<file path="src/rtl/fifo_burst_sched_if.sv">
// Client TX FIFO read ports, common FIFO write port and scheduler status,
// grouped for the burst scheduler.
interface fifo_burst_sched_if #(
    parameter int unsigned DW = 8,
    parameter int unsigned AW = 3
);
    logic          c1_rden;
    logic          c1_rdempty;
    logic [DW-1:0] c1_rddata;
    logic [AW:0]   c1_level;
    logic          c2_rden;
    logic          c2_rdempty;
    logic [DW-1:0] c2_rddata;
    logic [AW:0]   c2_level;
    logic          com_wren;
    logic          com_wrfull;
    logic [DW-1:0] com_wrdata;
    logic          busy;
    logic          gnt;

    modport master (
        output c1_rden, c2_rden, com_wren, com_wrdata, busy, gnt,
        input  c1_rdempty, c1_rddata, c1_level,
        input  c2_rdempty, c2_rddata, c2_level, com_wrfull
    );

    modport slave (
        input  c1_rden, c2_rden, com_wren, com_wrdata, busy, gnt,
        output c1_rdempty, c1_rddata, c1_level,
        output c2_rdempty, c2_rddata, c2_level, com_wrfull
    );
endinterface

</file>
<file path="src/rtl/fifo_burst_sched.sv">
// Round-robin burst scheduler: moves header-framed bursts from two client
// TX FIFOs into one common write FIFO.
module fifo_burst_sched #(
    parameter int unsigned   DW      = 8,
    parameter int unsigned   AW      = 3,
    parameter logic [DW-1:0] SELMASK = 8'h80,
    parameter logic [DW-1:0] CNTMASK = 8'h70
) (
    input  logic                CLK,
    input  logic                RESETn,
    fifo_burst_sched_if.master  bus
);

    function automatic int unsigned mask_lsb(input logic [DW-1:0] m);
        int unsigned r;
        r = 0;
        for (int i = DW - 1; i >= 0; i--) begin
            if (m[i]) r = i;
        end
        return r;
    endfunction

    localparam int unsigned CW       = $countones(CNTMASK);
    localparam int unsigned CNT_LSB  = mask_lsb(CNTMASK);
    localparam int unsigned MAXBURST = 1 << CW;
    localparam int unsigned RW       = CW + 1;
    localparam int unsigned LW       = AW + 1;

    typedef enum logic [1:0] {IDLE, HDR, DATA} state_t;

    state_t        state_q, state_d;
    logic          gnt_q, gnt_d;
    logic [RW-1:0] rem_q, rem_d;

    logic          com_wren_c;
    logic          c1_rden_c;
    logic          c2_rden_c;
    logic [DW-1:0] com_wrdata_c;
    logic [DW-1:0] hdr_word_c;
    logic          g_empty_c;
    logic [DW-1:0] g_data_c;

    // Burst length saturates at MAXBURST; later arrivals wait for the next burst.
    function automatic logic [RW-1:0] clamp_level(input logic [LW-1:0] lvl);
        if (32'(lvl) >= MAXBURST) return RW'(MAXBURST);
        return RW'(lvl);
    endfunction

    assign hdr_word_c = (gnt_q ? SELMASK : '0)
                      | ((DW'(rem_q - 1'b1) << CNT_LSB) & CNTMASK);
    assign g_empty_c  = gnt_q ? bus.c2_rdempty : bus.c1_rdempty;
    assign g_data_c   = gnt_q ? bus.c2_rddata  : bus.c1_rddata;

    always_ff @(posedge CLK or negedge RESETn) begin
        if (!RESETn) begin
            state_q <= IDLE;
            gnt_q   <= 1'b1;
            rem_q   <= '0;
        end else begin
            state_q <= state_d;
            gnt_q   <= gnt_d;
            rem_q   <= rem_d;
        end
    end

    // Arbitration, framing and beat control
    always_comb begin
        state_d      = state_q;
        gnt_d        = gnt_q;
        rem_d        = rem_q;
        com_wren_c   = 1'b0;
        c1_rden_c    = 1'b0;
        c2_rden_c    = 1'b0;
        com_wrdata_c = '0;
        unique case (state_q)
            IDLE: begin
                if (!bus.c1_rdempty || !bus.c2_rdempty) begin
                    if (!bus.c1_rdempty && !bus.c2_rdempty) gnt_d = ~gnt_q;
                    else                                    gnt_d = bus.c1_rdempty;
                    rem_d   = gnt_d ? clamp_level(bus.c2_level) : clamp_level(bus.c1_level);
                    state_d = HDR;
                end
            end
            HDR: begin
                com_wrdata_c = hdr_word_c;
                if (!bus.com_wrfull) begin
                    com_wren_c = 1'b1;
                    state_d    = DATA;
                end
            end
            DATA: begin
                if (!bus.com_wrfull && !g_empty_c) begin
                    com_wren_c   = 1'b1;
                    com_wrdata_c = g_data_c;
                    c1_rden_c    = ~gnt_q;
                    c2_rden_c    = gnt_q;
                    rem_d        = rem_q - 1'b1;
                    if (rem_q == RW'(1)) state_d = IDLE;
                end
            end
            default: state_d = IDLE;
        endcase
    end

    assign bus.com_wren   = com_wren_c;
    assign bus.c1_rden    = c1_rden_c;
    assign bus.c2_rden    = c2_rden_c;
    assign bus.com_wrdata = com_wrdata_c;
    assign bus.busy       = (state_q != IDLE);
    assign bus.gnt        = gnt_q;

endmodule

</file>
<file path="src/flat_wrapper.sv">
// flat-port wrapper written by rule: the top's interface ports become plain ports
module fifo_burst_sched_flat 
#(
    parameter int unsigned   DW      = 8,
    parameter int unsigned   AW      = 3,
    parameter logic [DW-1:0] SELMASK = 8'h80,
    parameter logic [DW-1:0] CNTMASK = 8'h70
)
  (CLK, RESETn, bus_c1_rden, bus_c2_rden, bus_com_wren, bus_com_wrdata, bus_busy, bus_gnt, bus_c1_rdempty, bus_c1_rddata, bus_c1_level, bus_c2_rdempty, bus_c2_rddata, bus_c2_level, bus_com_wrfull);
  fifo_burst_sched_if #(.DW(DW), .AW(AW)) bus_i ();
  input  logic CLK;
  input  logic RESETn;
  output wire logic [$bits(bus_i.c1_rden)-1:0] bus_c1_rden;
  output wire logic [$bits(bus_i.c2_rden)-1:0] bus_c2_rden;
  output wire logic [$bits(bus_i.com_wren)-1:0] bus_com_wren;
  output wire logic [$bits(bus_i.com_wrdata)-1:0] bus_com_wrdata;
  output wire logic [$bits(bus_i.busy)-1:0] bus_busy;
  output wire logic [$bits(bus_i.gnt)-1:0] bus_gnt;
  input wire logic [$bits(bus_i.c1_rdempty)-1:0] bus_c1_rdempty;
  input wire logic [$bits(bus_i.c1_rddata)-1:0] bus_c1_rddata;
  input wire logic [$bits(bus_i.c1_level)-1:0] bus_c1_level;
  input wire logic [$bits(bus_i.c2_rdempty)-1:0] bus_c2_rdempty;
  input wire logic [$bits(bus_i.c2_rddata)-1:0] bus_c2_rddata;
  input wire logic [$bits(bus_i.c2_level)-1:0] bus_c2_level;
  input wire logic [$bits(bus_i.com_wrfull)-1:0] bus_com_wrfull;
  assign bus_c1_rden = bus_i.c1_rden;
  assign bus_c2_rden = bus_i.c2_rden;
  assign bus_com_wren = bus_i.com_wren;
  assign bus_com_wrdata = bus_i.com_wrdata;
  assign bus_busy = bus_i.busy;
  assign bus_gnt = bus_i.gnt;
  assign bus_i.c1_rdempty = bus_c1_rdempty;
  assign bus_i.c1_rddata = bus_c1_rddata;
  assign bus_i.c1_level = bus_c1_level;
  assign bus_i.c2_rdempty = bus_c2_rdempty;
  assign bus_i.c2_rddata = bus_c2_rddata;
  assign bus_i.c2_level = bus_c2_level;
  assign bus_i.com_wrfull = bus_com_wrfull;
  fifo_burst_sched #(.DW(DW), .AW(AW), .SELMASK(SELMASK), .CNTMASK(CNTMASK)) u_core (.CLK(CLK), .RESETn(RESETn), .bus(bus_i));
endmodule
</file>
<file path="config.mk">
export PLATFORM = sky130hd
export DESIGN_NAME = fifo_burst_sched_flat
export DESIGN_NICKNAME = d
export VERILOG_FILES = /design/src/rtl/fifo_burst_sched_if.sv /design/src/rtl/fifo_burst_sched.sv /design/src/flat_wrapper.sv
export SDC_FILE = /design/constraint.sdc
export NUM_CORES = 1
export LEC_CHECK = 0
export CORE_MARGIN = 2
export CORE_UTILIZATION = 30
export CTS_CLUSTER_DIAMETER = 80
export DETAILED_ROUTE_END_ITERATION = 10
export PLACE_DENSITY = 0.68
export SYNTH_ARGS = -nofsm -noshare
export SYNTH_HDL_FRONTEND = slang
export SYNTH_SLANG_ARGS = --single-unit
export TNS_END_PERCENT = 30
</file>
<file path="constraint.sdc">
create_clock -name CLK -period 2.55 [get_ports CLK]
set_clock_uncertainty 0.2 [all_clocks]
set_input_delay 0.6375 -clock CLK [delete_from_list [all_inputs] [get_ports CLK]]
set_output_delay 0.6375 -clock CLK [all_outputs]
set_load 0.02 [all_outputs]
</file>
# After elaboration in Yosys (flattened, before gate mapping)
# Index checks and enable logic that the tools add are counted.
# word_totals
ff_bits	7
output_inout_bits	13
wordCells	63
# op_classes
magnitude_cmp	2
bitwise	2
addsub	2
eq_ne	7
n_reduce_logical	13
mux	34
# op_table
op	n
2-to-1 mux 4 bit	7
2-to-1 mux 8 bit	3
2-to-1 mux 1 bit	16
one-hot mux 8 bit (2 select lines)	1
greater-or-equal comparator 4 bit, second input constant	2
2-to-1 mux 2 bit	4
OR 8 x 7 -> 8 bit	1
one-hot mux 4 bit (2 select lines)	1
!= test 2 x 1 -> 1 bit, second input constant	3
one-hot mux 2 bit (3 select lines)	1
equality test 4 x 1 -> 1 bit, second input constant	1
logical NOT 1 bit	4
AND reduction 4 bit	1
nonzero test 2 bit	2
subtractor 4 x 1 -> 4 bit, second input constant	1
AND reduction 3 bit	1
subtractor 3 x 1 -> 3 bit, second input constant	1
equality test 2 x 1 -> 1 bit, second input constant	1
equality test 2 bit, second input constant	1
logical AND 1 bit	2
logical NOT 2 bit	1
!= test 2 bit, second input constant	1
one-hot mux 1 bit (2 select lines)	1
AND reduction 2 bit	1
other kinds (2)	2

# Depth between registers and ports, before layout
# Gate-level depths: netlist of the first run.
# depth
depth_word	8
depth_mapped	7

# Worst setup path after synthesis of the first run
# OpenSTA, ideal clock, no wires.
# synth_path
path_type	input -> output
startpoint	in bus_com_wrfull
endpoint	out bus_com_wrdata[6]
arrival_time_ns	1.973
path_buffers	0
required_time_ns	1.712
stages	4
slack_ns	-0.260
path_cell_list	nand2b_1 -> nor3_2 -> a222oi_1 -> nor2b_1
# synth_via
elab_chain_len	4
# synth_rtl
element	line	rtl
start: declaration	flat_wrapper.sv:25	input wire logic [$bits(bus_i.com_wrfull)-1:0] bus_com_wrfull;
logical NOT 1 bit	n/a	
logical AND 1 bit	fifo_burst_sched.sv:92	if (!bus.com_wrfull && !g_empty_c) begin
2-to-1 mux 8 bit	fifo_burst_sched.sv:92	
one-hot mux 8 bit (2 select lines)	fifo_burst_sched.sv:75	unique case (state_q)
end: declaration	flat_wrapper.sv:16	output wire logic [$bits(bus_i.com_wrdata)-1:0] bus_com_wrdata;
# Every way passes these cells.

# Worst setup path in the final report of the first run
# layout_path
startpoint	reg u_core.state_q[1]
endpoint	out bus_com_wrdata[6]
# layout_via
elab_chain_len	2
word_cells_on_any_way	3
# layout_rtl
element	line	rtl
start: declaration	fifo_burst_sched.sv:31	state_t state_q, state_d;
start signal: assignment	fifo_burst_sched.sv:60	state_q <= state_d;
equality test 2 bit / equality test 2 x 1 -> 1 bit (equally long branches)	fifo_burst_sched.sv:75	
one-hot mux 8 bit (2 select lines) *	fifo_burst_sched.sv:75	
# Mark *: on every way between the ends. The rest lies on a longest branch, timed or not.

==> results of run 1 <==
==> registers in the layout, summed over array words and instances (netlist names) <==
| name | count |
|---|---|
| u_core.bus.gnt | 1 |
| u_core.rem_q | 4 |
| u_core.state_q | 2 |
==> placed cells by master, fill, tap and decap left out, types with 2 or more instances in the layout <==
master           synthesis  layout
nor3b_1                  5       4
a311oi_1                 2       2
ha_1                     6       4
buf_6                    0       6
nand2_1                  6       6
buf_4                    0      21
a21oi_1                  7       7
o22ai_1                  3       3
mux2_2                   2       2
inv_1                    7       6
nor2_1                   3       3
a22oi_1                  5       5
buf_2                    2       3
clkbuf_4                 0       3
dfrtp_1                  6       6
dlygate4sd2_1            0       4
nor2b_2                  0       8
clkdlybuf4s50_1          0      26
a222oi_1                 4       4
nor2b_1                 10       2
==> cell type report <==
cell class                      count  area share (%)
Clock buffer                        4            1.84
Inverter                            7            1.84
Multi-Input combinational cell     72            43.2
Sequential cell                     7            12.3
Tap cell                           30            2.63
Timing Repair Buffer               61            38.2
==> per-layer routing <==
layer,wire length (um),part of all wire (%)
met1,1080,42
met2,1340,53
met3,127,5.0
met4,0,0
met5,0,0
==> worst min-delay path: cells and delay by family, from the launching register on <==
family        cells  cell delay, ns
simple gates      2            0.17
flops             1            0.40
==> power groups by stage <==
stage	combinational, mW	sequential, mW	clock, mW
final	1.03	0.228	0.101
after floorplan	0.603	0.217	0
after global routing	1.13	0.235	0.110
after CTS	1.02	0.229	0.103
after global placement	0.982	0.223	0
after detailed placement	1.01	0.225	0
==> final timing paths <==
path	startpoint	end	slack, ns	cells after the start
worst min-delay path	u_core.rem_q[3]$_DFFE_PN0P_	u_core.rem_q[3]$_DFFE_PN0P_	0.40	2
min in group asynchronous	RESETn	u_core.state_q[0]$_DFFE_PN0P_	0.46	1
max in group asynchronous	RESETn	u_core.bus.gnt$_DFFE_PN1P_	1.39	1
worst min register to register	u_core.rem_q[3]$_DFFE_PN0P_	u_core.rem_q[3]$_DFFE_PN0P_	0.40	2
worst max register to register	u_core.state_q[1]$_DFFE_PN0P_	u_core.state_q[0]$_DFFE_PN0P_	0.52	7
worst max-delay path	u_core.state_q[1]$_DFFE_PN0P_	bus_com_wrdata[6]	-0.003	7
==> metrics by stage <==
stage                     std cells  worst slack, ns  utilization [%]  hold slack, ns  instance area [um^2]
after floorplan                  89           0.0437                -           0.142                   813
after global placement          175           -0.742             56.3           0.372                  1380
after detailed placement        175           -0.778             56.3           0.390                  1380
after CTS                       180          -0.0890             56.9           0.398                  1400
after global routing            181           -0.118             58.2           0.452                  1430
final                           181         -0.00261             58.2           0.402                  1430
==> cells by family after synthesis <==
family,after synthesis,synth area share [%]
xor+xnor,1,1.13
flops,7,22.8
buf+inv,10,5.18
simple gates,34,27.3
mux,3,4.85
compound gates,28,29.0
fa+ha+maj,6,9.71
==> repair_timing <==
action	CTS	global route
hold buffers	0	0
resized for setup	57	8
pin swaps	5	5
buffers inserted	2	1
setup endpoints to repair	12	10
==> flow_metrics.py, run 1 <==
metrics = {
    "run_status": {
        "status": "finished with violations",
        "violations": "setup timing",
    },
    "logic_synthesis": {
        "syn_area_um2": 773,
        "synth_ff_type": "dfrtp_1",
        "synth-warning-count": 0,
        "synthesis.nets": 124,
        "yosys.area.top_type": "dfrtp_1",
        "synth_top_area_share_pct": 19.4,
        "syn_inst": 89,
        "syn_avg_cell_area_um2": 8.69,
        "synthTopCellsByCount": "10 x nor2b_1, 7 x a21oi_1, 7 x inv_1",
        "yosys-top-cells-area": "dfrtp_1 19%, ha_1 9.7%, nor2b_1 8.1%, a222oi_1 5.2%, a22oi_1 4.9%",
        "async_reset_ff_share_pct": 100,
        "synth_edf_count": 0,
        "yosysUniqueCellTypes": 34,
        "ys_seq_area_share_pct": 22.8,
        "yosysMostFrequentCell": "nor2b_1",
        "ys_ff_latch": 7,
    },
    "floorplan": {
        "ios": 42,
        "die-area_mm2": 0.00300,
        "fp.dieH_um": 54.8,
        "core_mm2": 0.00245,
        "start_util_pct": 31.5,
        "rows": 18,
        "die_width_um": 54.8,
    },
    "timing": {
        "finalSetupTns_ns": -0.00261,
        "fin_crit_ns": 2.55,
        "setup_viol": 1,
        "slew_violations": 0,
        "setup_ws_ns": -0.00261,
        "maxSlewHeadroom_pct": 75.6,
        "period_share_pct": 100,
        "final-hold-violation-count": 0,
        "max_freq_mhz": 392,
        "rsz0062_at_grt": "true",
        "worst_pin_slew_ns": 0.366,
    },
    "clocking": {
        "clock_sinks": 7,
        "cts_buffers": 3,
        "cts.clk_slew.worst_paths_ns": 0.05,
        "cts_tree": "built",
        "root_buffer": "clkbuf_4",
        "cts_max_level": 1,
        "insertion_delay_ns": 0.25,
        "cts_buffer_depth": 2,
    },
    "placed_design": {
        "port_buffers": 41,
        "hpwl_mm": 2.15,
        "place.gp.congestion": 0.814,
    },
    "critical_path": {
        "worstPathRequired_ns": 1.71,
        "arrival_ns": 1.72,
        "path_class": "register to primary output",
        "startpoint_type": "register",
        "cp_slowest_cell": "dfrtp_1",
        "crit_chain": "ha_4, nand2b_4, nor3_4, buf_6, a222oi_1, nor2b_2, buf_6",
        "path_delay_family": "flip-flops",
        "end_kind": "primary output",
        "cpPeakStageDelay_ns": 0.42,
        "crit_path_max_fanout": 6,
        "critPathBufInv": 2,
        "cpMostUsedCell": "buf_6",
    },
    "drt": {
        "detail_route.vias_per_cell": 5.19,
        "drt_first_pass_iters": 4,
        "drt.antenna.violating_nets": 0,
        "drc": 0,
        "wl_per_cell_um": 14.1,
        "dr_total_vias": 939,
        "drtIter0Drc": 27,
        "drt_wl_total_mm": 2.55,
    },
    "cells_and_area": {
        "area.growth.synth_to_final_pct": 84.8,
        "register_area_um2": 176,
        "layout-drive-gt1-share_pct": 37.1,
        "nets": 187,
        "multi_input_area_um2": 617,
        "n_fill_cell": 219,
        "antenna_cells": 0,
    },
    "pwr": {
        "clockPowerShare_pct": 7.4,
        "pwr-share-comb_pct": 75.9,
        "peakVddDrop_uv": 603,
        "power.leakage_nw": 0.610,
        "seqPwrFrac_pct": 16.7,
        "p_switching_mw": 0.582,
        "swShare_pct": 42.7,
        "finalPower_mw": 1.36,
        "internal_power_mw": 0.781,
        "p_per_area_mw_per_mm2": 954,
    },
    "global_routing": {
        "grtUsageTotal_pct": 17.7,
        "grt_max_degree": 12,
        "grt_pass1_wl_mm": 3.82,
        "grt.overflow.total": 0,
        "top_usage_layer": "met2",
        "grt_util_met1_pct": 24.3,
        "gr-usage-met2_pct": 29.0,
        "antenna_found_initial": 0,
        "met3_usage_pct": 4.37,
        "grt_pass1_vias": 854,
    },
    "flow_run": {
        "maxCapViolations": 0,
    },
    "hold_path": {
        "holdCritPathClass": "register to register",
    },
}
(Power assumes the default switching activity.)
==> run 2: changes to the inputs <==
--- a/config.mk
+++ b/config.mk
@@ -5,11 +5,13 @@
 export SDC_FILE = /design/constraint.sdc
 export NUM_CORES = 1
 export LEC_CHECK = 0
+export CELL_PAD_IN_SITES_DETAIL_PLACEMENT = 1
+export CELL_PAD_IN_SITES_GLOBAL_PLACEMENT = 1
 export CORE_MARGIN = 2
-export CORE_UTILIZATION = 30
+export CORE_UTILIZATION = 27
 export CTS_CLUSTER_DIAMETER = 80
 export DETAILED_ROUTE_END_ITERATION = 10
-export PLACE_DENSITY = 0.68
+export PLACE_DENSITY = 0.82
 export SYNTH_ARGS = -nofsm -noshare
 export SYNTH_HDL_FRONTEND = slang
 export SYNTH_SLANG_ARGS = --single-unit
==> run 2 against run 1 <==
Against the previous run:
- the run still ends with setup timing left
- combinational power grew 6%
- sequential power increased by 3%
- largest power group unchanged
- register-to-register slack worse by 0.03 ns
- clock power is 6% higher
- global-route usage is 1.5 points higher
- total power is 5.0% higher
- critical endpoint is now bus_com_wrdata[5]
- critical path depth is the same
- utilization decreased by 4.2 points
- maximum frequency fell by 0.89%
- routed wire length rose by 22%
- die area up 10%
==> flow_metrics.py, run 2 (synthesized netlist as in run 1, its figures left out) <==
metrics = {
    "critical_path": {
        "worstPathRequired_ns": 1.71,
        "r2r_cells": 8,
        "startpoint_type": "input pin",
        "end_kind": "primary output",
        "r2r_setup_slack_ns": 0.49,
        "arrival_ns": 1.74,
        "crit_path_max_fanout": 4,
        "r2r-start": "u_core.state_q[0]$_DFFE_PN0P_",
        "path_class": "input pin to primary output",
        "r2r-end": "u_core.state_q[0]$_DFFE_PN0P_",
    },
    "cells_and_area": {
        "post-route-util_pct": 54.1,
        "stdcell_count": 186,
        "final_cell_area_mm2": 0.00148,
        "most-common-layout-cells": "26 x clkdlybuf4s50_1, 24 x buf_4, 8 x nor2b_2, 8 x buf_6, 7 x a21oi_1",
        "nets": 191,
        "largest_reg_flops": 4,
        "layout_commonest_cell": "clkdlybuf4s50_1",
        "area.growth.synth_to_final_pct": 91.1,
        "layout-drive-gt1-share_pct": 41.3,
        "antenna_cells": 0,
        "top_register": "u_core.rem_q",
    },
    "floorplan": {
        "die-area_mm2": 0.00331,
        "start_util_pct": 28.3,
        "ios": 42,
        "core_mm2": 0.00273,
        "rows": 19,
        "die_width_um": 57.5,
        "fp.dieH_um": 57.5,
    },
    "pwr": {
        "p_switching_mw": 0.627,
        "swShare_pct": 43.8,
        "internal_power_mw": 0.805,
        "p_per_area_mw_per_mm2": 969,
        "finalPower_mw": 1.43,
        "seqPwrFrac_pct": 16.4,
        "power.leakage_nw": 0.628,
        "pwr-share-comb_pct": 76.1,
        "peakVddDrop_uv": 577,
        "clockPowerShare_pct": 7.5,
    },
    "global_routing": {
        "grt_pass1_wl_mm": 4.97,
        "antenna_found_initial": 0,
        "grt_pass1_vias": 1090,
        "grt.overflow.total": 0,
        "grtUsageTotal_pct": 19.1,
        "grt_max_degree": 12,
    },
    "placed_design": {
        "hpwl_mm": 2.50,
        "place_worst_setup_slack_ns": -0.797,
        "place.gp.congestion": 0.779,
        "placed_cell_area_mm2": 0.00140,
        "port_buffers": 41,
        "dpl.cell_count": 178,
    },
    "drt": {
        "wl_per_cell_um": 16.8,
        "drt.antenna.violating_nets": 0,
        "drc": 0,
        "drt_first_pass_iters": 5,
        "detail_route.vias_per_cell": 5.23,
        "drtIter0Drc": 29,
        "drt_wl_total_mm": 3.12,
        "dr_total_vias": 972,
    },
    "timing": {
        "fin_crit_ns": 2.58,
        "finalSetupTns_ns": -0.0634,
        "setup_viol": 6,
        "final-hold-violation-count": 0,
        "slew_violations": 0,
        "max_freq_mhz": 388,
        "rsz0062_at_grt": "true",
        "period_share_pct": 101,
        "setup_ws_ns": -0.0255,
        "worst_pin_slew_ns": 0.372,
        "hold-worst-slack_ns": 0.416,
        "maxSlewHeadroom_pct": 75.1,
    },
    "clocking": {
        "cts_buffers": 3,
        "cts_buffer_depth": 2,
        "cts_max_level": 1,
        "root_buffer": "clkbuf_4",
        "insertion_delay_ns": 0.26,
        "cts_hold_buf": 0,
        "cts.clk_slew.worst_paths_ns": 0.05,
        "clock_sinks": 7,
        "cts_tree": "built",
    },
    "hold_path": {
        "hold_depth": 2,
        "hp-start": "u_core.rem_q[3]$_DFFE_PN0P_",
        "holdCritPathClass": "register to register",
        "whs_endpoint": "u_core.rem_q[3]$_DFFE_PN0P_",
    },
    "run_status": {
        "status": "finished with violations",
        "violations": "setup timing",
    },
    "flow_run": {
        "maxCapViolations": 0,
    },
}
## run 2: changes by cell type in the layout (fill, tap and decap cells not counted), sizes merged
cell,delta
buf,+4
clkbuf,+1
dlygate4sd2,-1
## run 2: worst max path at each step
| stage | from | endpoint | slack, ns | depth (start not counted) |
|---|---|---|---|---|
| 6_report | bus_com_wrfull | bus_com_wrdata[5] | -0.03 | 7 |
| 5_1_grt | u_core.state_q[0]$_DFFE_PN0P_ | bus_com_wrdata[5] | -0.13 | 8 |
| 4_1_cts | u_core.state_q[0]$_DFFE_PN0P_ | bus_com_wrdata[5] | -0.07 | 8 |
| 3_5_place_dp | bus_com_wrfull | bus_com_wrdata[4] | -0.80 | 7 |
| 3_3_place_gp | bus_com_wrfull | bus_com_wrdata[6] | -0.74 | 7 |
| 2_1_floorplan | u_core.bus.gnt$_DFFE_PN1P_ | bus_com_wrdata[6] | 0.04 | 4 |
## run 2: cell type report
cell class	count	area (um^2)
fillers	324	1260
multi-input cells	72	627
repair buffers	65	583
flip-flops and latches	7	176
well taps	31	38.8
clock buffers	4	26.3
inverters	7	26.3
## run 2: per-layer routing
layer  routed length, um  part of all wire, %  global-route usage, %
met1                1220                   39                   21.0
met2                1800                   58                   38.8
met3                  85                  2.7                   2.49
met4                   9                 0.29                   2.99
met5                   0                    0                      0
## run 2: critical path, stage by stage
cell	delay [ns]
clkdlybuf4s15_2	0.18
nand2b_4	0.15
nor3_4	0.05
buf_4	0.15
a222oi_1	0.34
nor2b_2	0.09
buf_6	0.14
## run 2: power groups by stage
stage | Combinational, mW | Sequential, mW | Clock [mW]
2_1_floorplan | 0.603 | 0.217 | 0
3_3_place_gp | 0.986 | 0.219 | 0
3_5_place_dp | 1.04 | 0.232 | 0
4_1_cts | 1.08 | 0.234 | 0.110
5_1_grt | 1.18 | 0.243 | 0.116
6_report | 1.09 | 0.234 | 0.107
## run 2: what timing repair did
action,in CTS,in global routing
setup buffers,4,1
setup endpoints to repair,12,10
cloned,0,0
pin swaps,5,4
resized for setup,60,11
==> run 3: changes to the inputs <==
==> constraint.sdc (replaced) <==
create_clock -name CLK -period 2.55 [get_ports CLK]
set_clock_uncertainty 0.2 [all_clocks]
set_input_delay 0.6375 -clock CLK [delete_from_list [all_inputs] [get_ports CLK]]
set_output_delay 0.6375 -clock CLK [all_outputs]
set_load 0.05 [all_outputs]
==> run 3 against run 2 <==
Against the previous run:
- the flow still finishes with violations (setup timing)
- total power up 18%
- clock-buffer cell count down 1
- flip-flop and latch count unchanged
- worst hold slack improved by 0.0053 ns
- maximum frequency fell by 6.2%
- clock power fell by 5%
- highest routed layer unchanged
==> flow_metrics.py, run 3 (synthesized netlist as in run 1, its figures left out) <==
metrics = {
    "run_status": {
        "status": "finished with violations",
        "violations": "setup timing",
    },
    "cells_and_area": {
        "nets": 185,
        "n_fill_cell": 306,
        "largest_reg_flops": 4,
        "top_register": "u_core.rem_q",
        "antenna_cells": 0,
        "layout_commonest_cell": "clkdlybuf4s50_1",
        "post-route-util_pct": 58.9,
        "layout-drive-gt1-share_pct": 43.6,
        "area.growth.synth_to_final_pct": 108,
        "most-common-layout-cells": "25 x clkdlybuf4s50_1, 17 x buf_4, 11 x buf_12",
    },
    "critical_path": {
        "r2r_setup_slack_ns": 0.52,
        "path_class": "register to primary output",
        "arrival_ns": 1.91,
        "crit_chain": "ha_4, nand2b_4, nor3_4, buf_4, a222oi_1, nor2b_4, buf_12",
        "crit_path_max_fanout": 5,
        "worstPathRequired_ns": 1.71,
        "cp_slowest_cell": "a222oi_1",
        "end_kind": "primary output",
        "cpPeakStageDelay_ns": 0.47,
        "startpoint_type": "register",
    },
    "floorplan": {
        "die-area_mm2": 0.00331,
        "rows": 19,
        "start_util_pct": 28.3,
        "ios": 42,
        "core_mm2": 0.00273,
        "die_width_um": 57.5,
        "fp.dieH_um": 57.5,
    },
    "timing": {
        "maxSlewHeadroom_pct": 67.3,
        "slew_violations": 0,
        "setup_ws_ns": -0.195,
        "setup_viol": 9,
        "max_freq_mhz": 364,
        "worst_pin_slew_ns": 0.490,
        "fin_crit_ns": 2.75,
        "final-hold-violation-count": 0,
        "rsz0062_at_grt": "true",
        "period_share_pct": 108,
    },
    "clocking": {
        "cts.clk_slew.worst_paths_ns": 0.06,
        "clock_sinks": 7,
        "cts_buffers": 3,
        "cts_buffer_depth": 2,
        "cts_tree": "built",
        "root_buffer": "clkbuf_4",
        "insertion_delay_ns": 0.25,
        "cts_max_level": 1,
    },
    "drt": {
        "drt_first_pass_iters": 4,
        "drc": 0,
        "drt_wl_total_mm": 3.26,
        "drt.antenna.violating_nets": 0,
        "wl_per_cell_um": 18.1,
        "detail_route.vias_per_cell": 5.33,
        "dr_total_vias": 960,
        "drtIter0Drc": 31,
    },
    "global_routing": {
        "grt_pass1_wl_mm": 4.98,
        "top_usage_layer": "met2",
        "antenna_found_initial": 0,
        "grt_util_met1_pct": 23.9,
        "grt_max_degree": 12,
        "gr-usage-met2_pct": 36.9,
        "grt.overflow.total": 0,
        "grtUsageTotal_pct": 19.7,
        "grt_pass1_vias": 1051,
        "met3_usage_pct": 2.04,
    },
    "flow_run": {
        "maxCapViolations": 0,
    },
    "placed_design": {
        "place.gp.congestion": 0.807,
        "hpwl_mm": 2.62,
        "port_buffers": 41,
        "place_worst_setup_slack_ns": -0.564,
    },
    "pwr": {
        "power.leakage_nw": 0.656,
        "finalPower_mw": 1.69,
        "p_per_area_mw_per_mm2": 1050,
        "peakVddDrop_uv": 664,
    },
    "hold_path": {
        "holdCritPathClass": "register to register",
    },
}
## run 3: area by class of cell
cell class / instances / area (um^2) / area share [%]
well taps: 31 / 38.8 / 2.41
inverters: 7 / 26.3 / 1.63
flip-flops and latches: 7 / 178 / 11.0
clock inverters: 1 / 5.00 / 0.311
multi-input cells: 72 / 684 / 42.5
clock buffers: 3 / 22.5 / 1.40
repair buffers: 59 / 656 / 40.7
## run 3: per-stage QoR
| stage | cell area, um^2 | hold WS, ns | setup TNS, ns | std cells |
|---|---|---|---|---|
| floorplan | 865 | 0.142 | -2.96 | 89 |
| global placement | 1500 | 0.323 | -3.57 | 172 |
| detailed placement | 1500 | 0.345 | -4.66 | 172 |
| CTS | 1570 | 0.426 | -1.28 | 179 |
| global route | 1610 | 0.445 | -2.13 | 180 |
| finish | 1610 | 0.421 | -1.08 | 180 |
## run 3: where the power goes
| group | leakage (nW) | switching [mW] | internal [mW] |
|---|---|---|---|
| Combinational | 0.555 | 0.678 | 0.670 |
| Clock | 0.0177 | 0.0449 | 0.0575 |
| Sequential | 0.0830 | 0.0685 | 0.174 |
## run 3: final timing paths
path,startpoint,to,depth (start not counted)
worst min register to register,u_core.rem_q[3]$_DFFE_PN0P_,u_core.rem_q[3]$_DFFE_PN0P_,2
worst min-delay path,u_core.rem_q[3]$_DFFE_PN0P_,u_core.rem_q[3]$_DFFE_PN0P_,2
worst max register to register,u_core.rem_q[1]$_DFFE_PN0P_,u_core.state_q[0]$_DFFE_PN0P_,6
min in group asynchronous,RESETn,u_core.state_q[0]$_DFFE_PN0P_,1
worst max-delay path,u_core.state_q[1]$_DFFE_PN0P_,bus_com_wrdata[4],7
max in group asynchronous,RESETn,u_core.bus.gnt$_DFFE_PN1P_,1
## run 3: critical path: cells and delay by family, from the launching register on
| family | cells | cell delay, ns |
|---|---|---|
| DFF | 1 | 0.43 |
| and+or+nand+nor | 3 | 0.25 |
| adders and majority gates | 1 | 0.18 |
| buffers and inverters | 2 | 0.31 |
| AOI/OAI and AO/OA | 1 | 0.47 |
## run 3: timing repair
| item | in CTS | in global routing |
|---|---|---|
| hold buffers | 0 | 0 |
| gates resized for setup | 14 | 6 |
| pin swaps | 6 | 6 |
| setup endpoints to repair | 11 | 10 |
| setup buffers | 3 | 2 |
## run 3: layer usage
layer  up-vias  routed length, um
li1        459                  -
met1       471               1320
met2        26               1790
met3         4                113
met4         0                 32
met5         -                  0
